File: src/rtl/vector_processor_defs.svh
// Global vector-processor definitions shared by RTL and benches.
`ifndef VECTOR_PROCESSOR_DEFS_SVH
`define VECTOR_PROCESSOR_DEFS_SVH
`ifndef XLEN
`define XLEN 32
`endif
`endif

File: src/rtl/vec_issue_pkg.sv
// Shared types for the vector issue queue: FSM state and queued entry payload.
`include "vector_processor_defs.svh"

package vec_issue_pkg;

  localparam int unsigned XLEN = `XLEN;

  typedef enum logic {
    ST_IDLE = 1'b0,
    ST_EXEC = 1'b1
  } state_e;

  typedef struct packed {
    logic [XLEN-1:0] inst;
    logic [XLEN-1:0] rs1;
    logic [XLEN-1:0] rs2;
  } entry_t;

endpackage

File: src/rtl/vec_issue_fifo.sv
// Circular-buffer FIFO of issue entries with occupancy count and synchronous flush.
module vec_issue_fifo
  import vec_issue_pkg::*;
#(
  parameter int unsigned DEPTH = 4
) (
  input  logic                       clk,
  input  logic                       n_rst,
  input  logic                       flush_i,
  input  logic                       push_i,
  input  entry_t                     wdata_i,
  input  logic                       pop_i,
  output entry_t                     rdata_c,
  output logic                       full_c,
  output logic                       empty_c,
  output logic [$clog2(DEPTH):0]     count_o
);

  localparam int unsigned AW = $clog2(DEPTH);
  localparam int unsigned CW = AW + 1;

  entry_t          mem_q [DEPTH];
  logic [AW-1:0]   wr_ptr_q, wr_ptr_d;
  logic [AW-1:0]   rd_ptr_q, rd_ptr_d;
  logic [CW-1:0]   count_q, count_d;
  logic            do_push, do_pop;

  assign full_c  = (count_q == CW'(DEPTH));
  assign empty_c = (count_q == '0);
  assign rdata_c = mem_q[rd_ptr_q];
  assign count_o = count_q;

  assign do_push = push_i && !full_c && !flush_i;
  assign do_pop  = pop_i && !empty_c && !flush_i;

  // Pointers wrap naturally because DEPTH is a power of two.
  always_comb begin
    wr_ptr_d = wr_ptr_q;
    rd_ptr_d = rd_ptr_q;
    count_d  = count_q;
    if (do_push) wr_ptr_d = wr_ptr_q + AW'(1);
    if (do_pop)  rd_ptr_d = rd_ptr_q + AW'(1);
    case ({do_push, do_pop})
      2'b10:   count_d = count_q + CW'(1);
      2'b01:   count_d = count_q - CW'(1);
      default: count_d = count_q;
    endcase
    if (flush_i) begin
      wr_ptr_d = '0;
      rd_ptr_d = '0;
      count_d  = '0;
    end
  end

  always_ff @(posedge clk or negedge n_rst) begin
    if (!n_rst) begin
      wr_ptr_q <= '0;
      rd_ptr_q <= '0;
      count_q  <= '0;
    end else begin
      wr_ptr_q <= wr_ptr_d;
      rd_ptr_q <= rd_ptr_d;
      count_q  <= count_d;
    end
  end

  // Storage carries no reset; only occupied slots are ever read.
  always_ff @(posedge clk) begin
    if (do_push) mem_q[wr_ptr_q] <= wdata_i;
  end

endmodule

File: src/rtl/vec_issue_queue.sv
// Vector instruction issue queue: buffers offered instructions and issues one at a time,
// retiring each on completion, illegal decode, or wait timeout.
module vec_issue_queue
  import vec_issue_pkg::*;
#(
  parameter int unsigned DEPTH   = 4,
  parameter int unsigned TIMEOUT = 1024
) (
  input  logic                   clk,
  input  logic                   n_rst,
  input  logic                   flush,
  input  logic                   inst_valid,
  output logic                   inst_ready,
  input  logic [XLEN-1:0]        instruction,
  input  logic [XLEN-1:0]        rs1_data,
  input  logic [XLEN-1:0]        rs2_data,
  output logic [XLEN-1:0]        issue_inst,
  output logic [XLEN-1:0]        issue_rs1,
  output logic [XLEN-1:0]        issue_rs2,
  output logic                   issue_valid,
  input  logic                   is_vec,
  input  logic                   inst_done,
  output logic                   illegal_inst,
  output logic                   timeout,
  output logic [$clog2(DEPTH):0] count
);

  localparam int unsigned WW = (TIMEOUT > 1) ? $clog2(TIMEOUT) : 1;

  state_e          state_q, state_d;
  entry_t          issue_q, issue_d;
  logic [WW-1:0]   wait_cnt_q, wait_cnt_d;
  logic            illegal_q, illegal_d;
  logic            timeout_q, timeout_d;
  logic            exit_c, pop_c;
  logic            fifo_full, fifo_empty;
  entry_t          head, wdata;

  assign wdata = '{inst: instruction, rs1: rs1_data, rs2: rs2_data};

  vec_issue_fifo #(
    .DEPTH (DEPTH)
  ) u_fifo (
    .clk     (clk),
    .n_rst   (n_rst),
    .flush_i (flush),
    .push_i  (inst_valid),
    .wdata_i (wdata),
    .pop_i   (pop_c),
    .rdata_c (head),
    .full_c  (fifo_full),
    .empty_c (fifo_empty),
    .count_o (count)
  );

  assign inst_ready   = !fifo_full;
  assign issue_valid  = (state_q == ST_EXEC);
  assign issue_inst   = issue_q.inst;
  assign issue_rs1    = issue_q.rs1;
  assign issue_rs2    = issue_q.rs2;
  assign illegal_inst = illegal_q;
  assign timeout      = timeout_q;

  // Exit priority: illegal decode, then completion, then timeout.
  always_comb begin
    exit_c     = 1'b0;
    illegal_d  = 1'b0;
    timeout_d  = 1'b0;
    state_d    = state_q;
    issue_d    = issue_q;
    wait_cnt_d = wait_cnt_q;

    if (state_q == ST_EXEC) begin
      if (!is_vec) begin
        exit_c    = 1'b1;
        illegal_d = 1'b1;
      end else if (inst_done) begin
        exit_c    = 1'b1;
      end else if (wait_cnt_q == WW'(TIMEOUT - 1)) begin
        exit_c    = 1'b1;
        timeout_d = 1'b1;
      end
    end

    pop_c = !flush && !fifo_empty && ((state_q == ST_IDLE) || exit_c);

    if (pop_c) begin
      state_d    = ST_EXEC;
      issue_d    = head;
      wait_cnt_d = '0;
    end else if (exit_c) begin
      state_d    = ST_IDLE;
      wait_cnt_d = '0;
    end else if (state_q == ST_EXEC) begin
      wait_cnt_d = wait_cnt_q + WW'(1);
    end

    if (flush) begin
      state_d    = ST_IDLE;
      wait_cnt_d = '0;
      illegal_d  = 1'b0;
      timeout_d  = 1'b0;
    end
  end

  always_ff @(posedge clk or negedge n_rst) begin
    if (!n_rst) begin
      state_q    <= ST_IDLE;
      issue_q    <= '0;
      wait_cnt_q <= '0;
      illegal_q  <= 1'b0;
      timeout_q  <= 1'b0;
    end else begin
      state_q    <= state_d;
      issue_q    <= issue_d;
      wait_cnt_q <= wait_cnt_d;
      illegal_q  <= illegal_d;
      timeout_q  <= timeout_d;
    end
  end

endmodule

File: config.mk
export PLATFORM = sky130hd
export DESIGN_NAME = vec_issue_queue
export DESIGN_NICKNAME = d
export VERILOG_FILES = /design/src/rtl/vec_issue_pkg.sv /design/src/rtl/vec_issue_fifo.sv /design/src/rtl/vec_issue_queue.sv
export VERILOG_INCLUDE_DIRS = /design/src /design/src/rtl
export SDC_FILE = /design/constraint.sdc
export NUM_CORES = 1
export LEC_CHECK = 0
export CAP_MARGIN = 25
export CORE_UTILIZATION = 50
export DETAILED_ROUTE_END_ITERATION = 6
export DONT_BUFFER_PORTS = 1
export PLACE_DENSITY_LB_ADDON = 0.25
export SKIP_CTS_REPAIR_TIMING = 1
export SYNTH_ARGS = -nofsm -noshare
export SYNTH_HDL_FRONTEND = slang
export SYNTH_SLANG_ARGS = --single-unit
File: constraint.sdc
create_clock -name clk -period 10.75 [get_ports clk]
set_clock_uncertainty 0.05 [all_clocks]
set_input_delay 2.15 -clock clk [delete_from_list [all_inputs] [get_ports clk]]
set_output_delay 2.15 -clock clk [all_outputs]
set_load 0.01 [all_outputs]
==> summary.txt <==
Outcome
  – Outcome: finished clean

Critical path
  – Worst Setup Path Type: input pin to flop
  – Critical-path maximum fanout: 61
  – CP Launch Type: input pin
  – CP Cell Sequence: nand2_1 -> nor2_1 -> and2_4 -> buf_4
  – R2R Setup Slk: ~7.4 ns
  – Worst r2r src: u_fifo.rd_ptr_q[0]$_DFFE_PN0P_
  – WP data arrival: approximately 4 ns
  – R2R cell count: 4
  – Reg-to-reg endpoint: issue_inst[30]$_DFFE_PN0N_
  – WP data required: 10.90 ns
  – Max stage delay on crit path: 0.86 ns
  – CP Capture Type: flop
  – Slowest stage cell, crit path: buf_4

Die
  – Die width: 196 um
  – Die area: 0.0385 mm2
  – I/O pin count: 205
  – # rows: 70
  – Core area: 0.0369 mm2
  – Initial Utilization: around half
  – Die Ht: ~200 um

Min path
  – Hold Crit Start: wait_cnt_q[9]$_DFFE_PN0P_
  – WHS Endpoint: wait_cnt_q[9]$_DFFE_PN0P_
  – Hold Path Class: flop to flop
  – Worst hold path stage count: 1

Route
  – Avg WL per Cell: ~25 um
  – Residual DRC: 0
  – First-pass iteration count of the detailed router: 5
  – Post-route antenna net violation count: 0
  – Vias per inst: approximately 5.7
  – Aggregate routed wire length: roughly 34 mm
  – DRT iter0 DRCs: approximately 320
  – Total vias in the final route: about 7900

Global routing
  – Initial antenna violation count: 0
  – Vias in the first global route: between 8000 and 9000
  – Largest net degree at the start of global routing: 117
  – Remaining Overflow, GRT: 0
  – Global-route usage over all layers: between 10% and 20%
  – First-pass GRT wire length: between 50 and 60 mm

Place
  – Port-buffer cells: 0
  – HPWL after DPL: around 19 mm
  – Placed Area: slightly below 0.02 mm2
  – Placer Congestion: a little over 0.7
  – Cell count after placement: 1300

Synthesis
  – #FFs+latches synth: 500
  – Leading area contributor after synthesis: edfxtp_1
  – Synth top cells by count: edfxtp_1 (384), dfrtp_1 (116), mux4_2 (96), mux2_4 (80)
  – Post-Synthesis Net Count: 931
  – Synth top area cells: edfxtp_1 (61%), dfrtp_1 (15%), mux4_2 (11%), mux2_4 (6.4%), buf_6 (0.66%)
  – Post-synth EDFFs: between 300 and 400
  – Mapped cell area: ~0.019 mm2
  – Syn avg cell area: roughly 23 um2
  – Synth Flop Type: edfxtp_1
  – Post-Syn Instances: roughly 800
  – Ys async rst share: between 20% and 30%
  – Count of unique library cells instantiated by Yosys: 45
  – Count leader, synth: edfxtp_1
  – Share of the synthesized area in the top cell type: 61.2%
  – Ys Warns: 0
  – Seq/Total Area, Yosys: ~77%

Timing
  – Slew margin rel.: a little over a third
  – Min Tclk post-route: 3.84 ns
  – Setup TNS: 0 ns
  – Final slew viol count: 0
  – Fmax: between 200 and 300 MHz
  – Worst-Margin Slew: about 0.96 ns
  – RSZ-0062 raised after global routing: no
  – Final period util: a little over a third
  – Hold Fails Final Rpt: 0
  – Final setup vio count: 0

CTS
  – CTS buffer count: 50
  – Max Root-Sink Buffers: 3
  – H-tree Lvls: 2
  – CTS root buffer: clkbuf_16
  – Clock sink total: 500
  – CTS tree: done
  – Clock transition at the registers of the reported paths: 0.06 ns
  – Skew-Pair Late Insertion Delay: 0.58 ns

Final layout
  – Nets@finish: 960
  – Fraction of layout cells with a size suffix above 1: between 30% and 40%
  – Non-Filler Instances: 1396
  – Layout Area Growth over Synthesis: 11.8%
  – Multi-input logic area: 0.00418 mm2
  – # fillers: 2634
  – Final instance area: 0.0211 mm2
  – Register Area: around 0.014 mm2
  – Number of diodes: 0

Power and ir drop
  – Total Power: between 0.005 and 0.006 W
  – PwrDens: roughly 250 mW/mm2
  – Worst IR Drop VDD: approximately 0.17 mV
  – Leak pwr: about 7.3 nW

Run
  – Maxcap violations: 0
[state kept, by name (all words and copies together) (netlist names)]
| register | flops |
|---|---|
| issue_rs1 | 32 |
| issue_inst | 32 |
| illegal_inst | 1 |
| wait_cnt_q | 10 |
| u_fifo.mem_q | 384 |
| u_fifo.count_o | 3 |
| issue_rs2 | 32 |
| issue_valid | 1 |
| timeout | 1 |
| u_fifo.rd_ptr_q | 2 |
| u_fifo.wr_ptr_q | 2 |
[power breakdown]
group / internal, W / switching [W] / leakage (nW)
sequential: 0.00238 / 0.000319 / 4.88
combinational: 0.000578 / 0.000347 / 1.65
clock: 0.00100 / 0.000707 / 0.792
[routing by layer]
metal / up-vias / routed length [um] / GRT usage (%)
met2: 221 / 16900 / 30.7
met5: - / 0 / 0
met4: 0 / 782 / 6.39
met3: 56 / 2910 / 6.72
li1: 3405 / - / -
met1: 4236 / 13700 / 22.1
[worst max path at each step]
stage,start,to,cells after the start
3_5_place_dp,inst_valid,u_fifo.mem_q[1][40]$_DFFE_PP_,4
3_3_place_gp,inst_valid,u_fifo.mem_q[1][40]$_DFFE_PP_,4
5_1_grt,inst_valid,u_fifo.mem_q[1][67]$_DFFE_PP_,4
6_report,inst_valid,u_fifo.mem_q[1][54]$_DFFE_PP_,4
4_1_cts,inst_valid,u_fifo.mem_q[1][81]$_DFFE_PP_,4
2_1_floorplan,flush,u_fifo.mem_q[0][0]$_DFFE_PP_,4
[cells in the final DEF (no fill, tap or decap), types with 2 or more instances in the layout]
cell | synthesis | layout
o31ai_1 | 2 | 2
mux2_4 | 80 | 80
ha_1 | 5 | 5
clkbuf_16 | 0 | 51
nand3_1 | 5 | 5
mux2_2 | 7 | 7
clkinvlp_4 | 0 | 2
inv_1 | 3 | 3
buf_16 | 0 | 4
nand3b_1 | 2 | 2
and2_4 | 0 | 4
xnor2_1 | 2 | 2
clkbuf_8 | 0 | 5
nand4_1 | 2 | 2
nor2_1 | 14 | 14
o21ai_0 | 14 | 14
nand2b_1 | 2 | 2
a21oi_1 | 4 | 4
dfrtp_4 | 0 | 2
clkinv_1 | 0 | 7
clkinv_4 | 0 | 2
clkinv_2 | 0 | 6
buf_4 | 1 | 7
dfrtp_1 | 116 | 114
edfxtp_1 | 384 | 384
nand2_1 | 9 | 9
inv_6 | 0 | 3
mux4_2 | 96 | 96
clkbuf_1 | 8 | 12
nor2b_1 | 4 | 4
mux2i_1 | 2 | 2
bufinv_16 | 0 | 4
mux2_1 | 11 | 11
nor3_1 | 2 | 2
[kinds of logic (layout without fill, tap and decap cells)]
family	after synthesis	in the layout	share of synthesized area, %
multiplexers	196	196	19.0
adder cells (fa/ha/maj)	6	6	0.438
buffers and inverters	38	107	1.30
flip-flops	500	500	76.6
XOR/XNOR	4	4	0.226
AND/OR/NAND/NOR	52	52	1.53
AO/OA/AOI/OAI	27	27	0.863
[worst max-delay path: cells and delay by family]
family	cells	cell delay (ns)
buf+inv	1	0.86
simple gates	3	0.94
[cell type report]
class	count	share of cell area, %
flip-flops and latches	500	68.5
multi-input cells	285	19.8
clock buffers	68	6.60
well taps	504	2.99
clock inverters	24	1.12
repair buffers	12	0.867
inverters	3	0.0534
[stage by stage]
step / hold WS (ns) / worst slack (ns) / util (%)
after floorplan: 0.401 / 5.31 / -
after global placement: 0.420 / 6.30 / 52.4
after detailed placement: 0.439 / 6.23 / 52.4
after CTS: 0.444 / 6.84 / 56.8
after global routing: 0.489 / 6.73 / 57.1
final: 0.445 / 6.91 / 57.1
(Power assumes the default switching activity.)
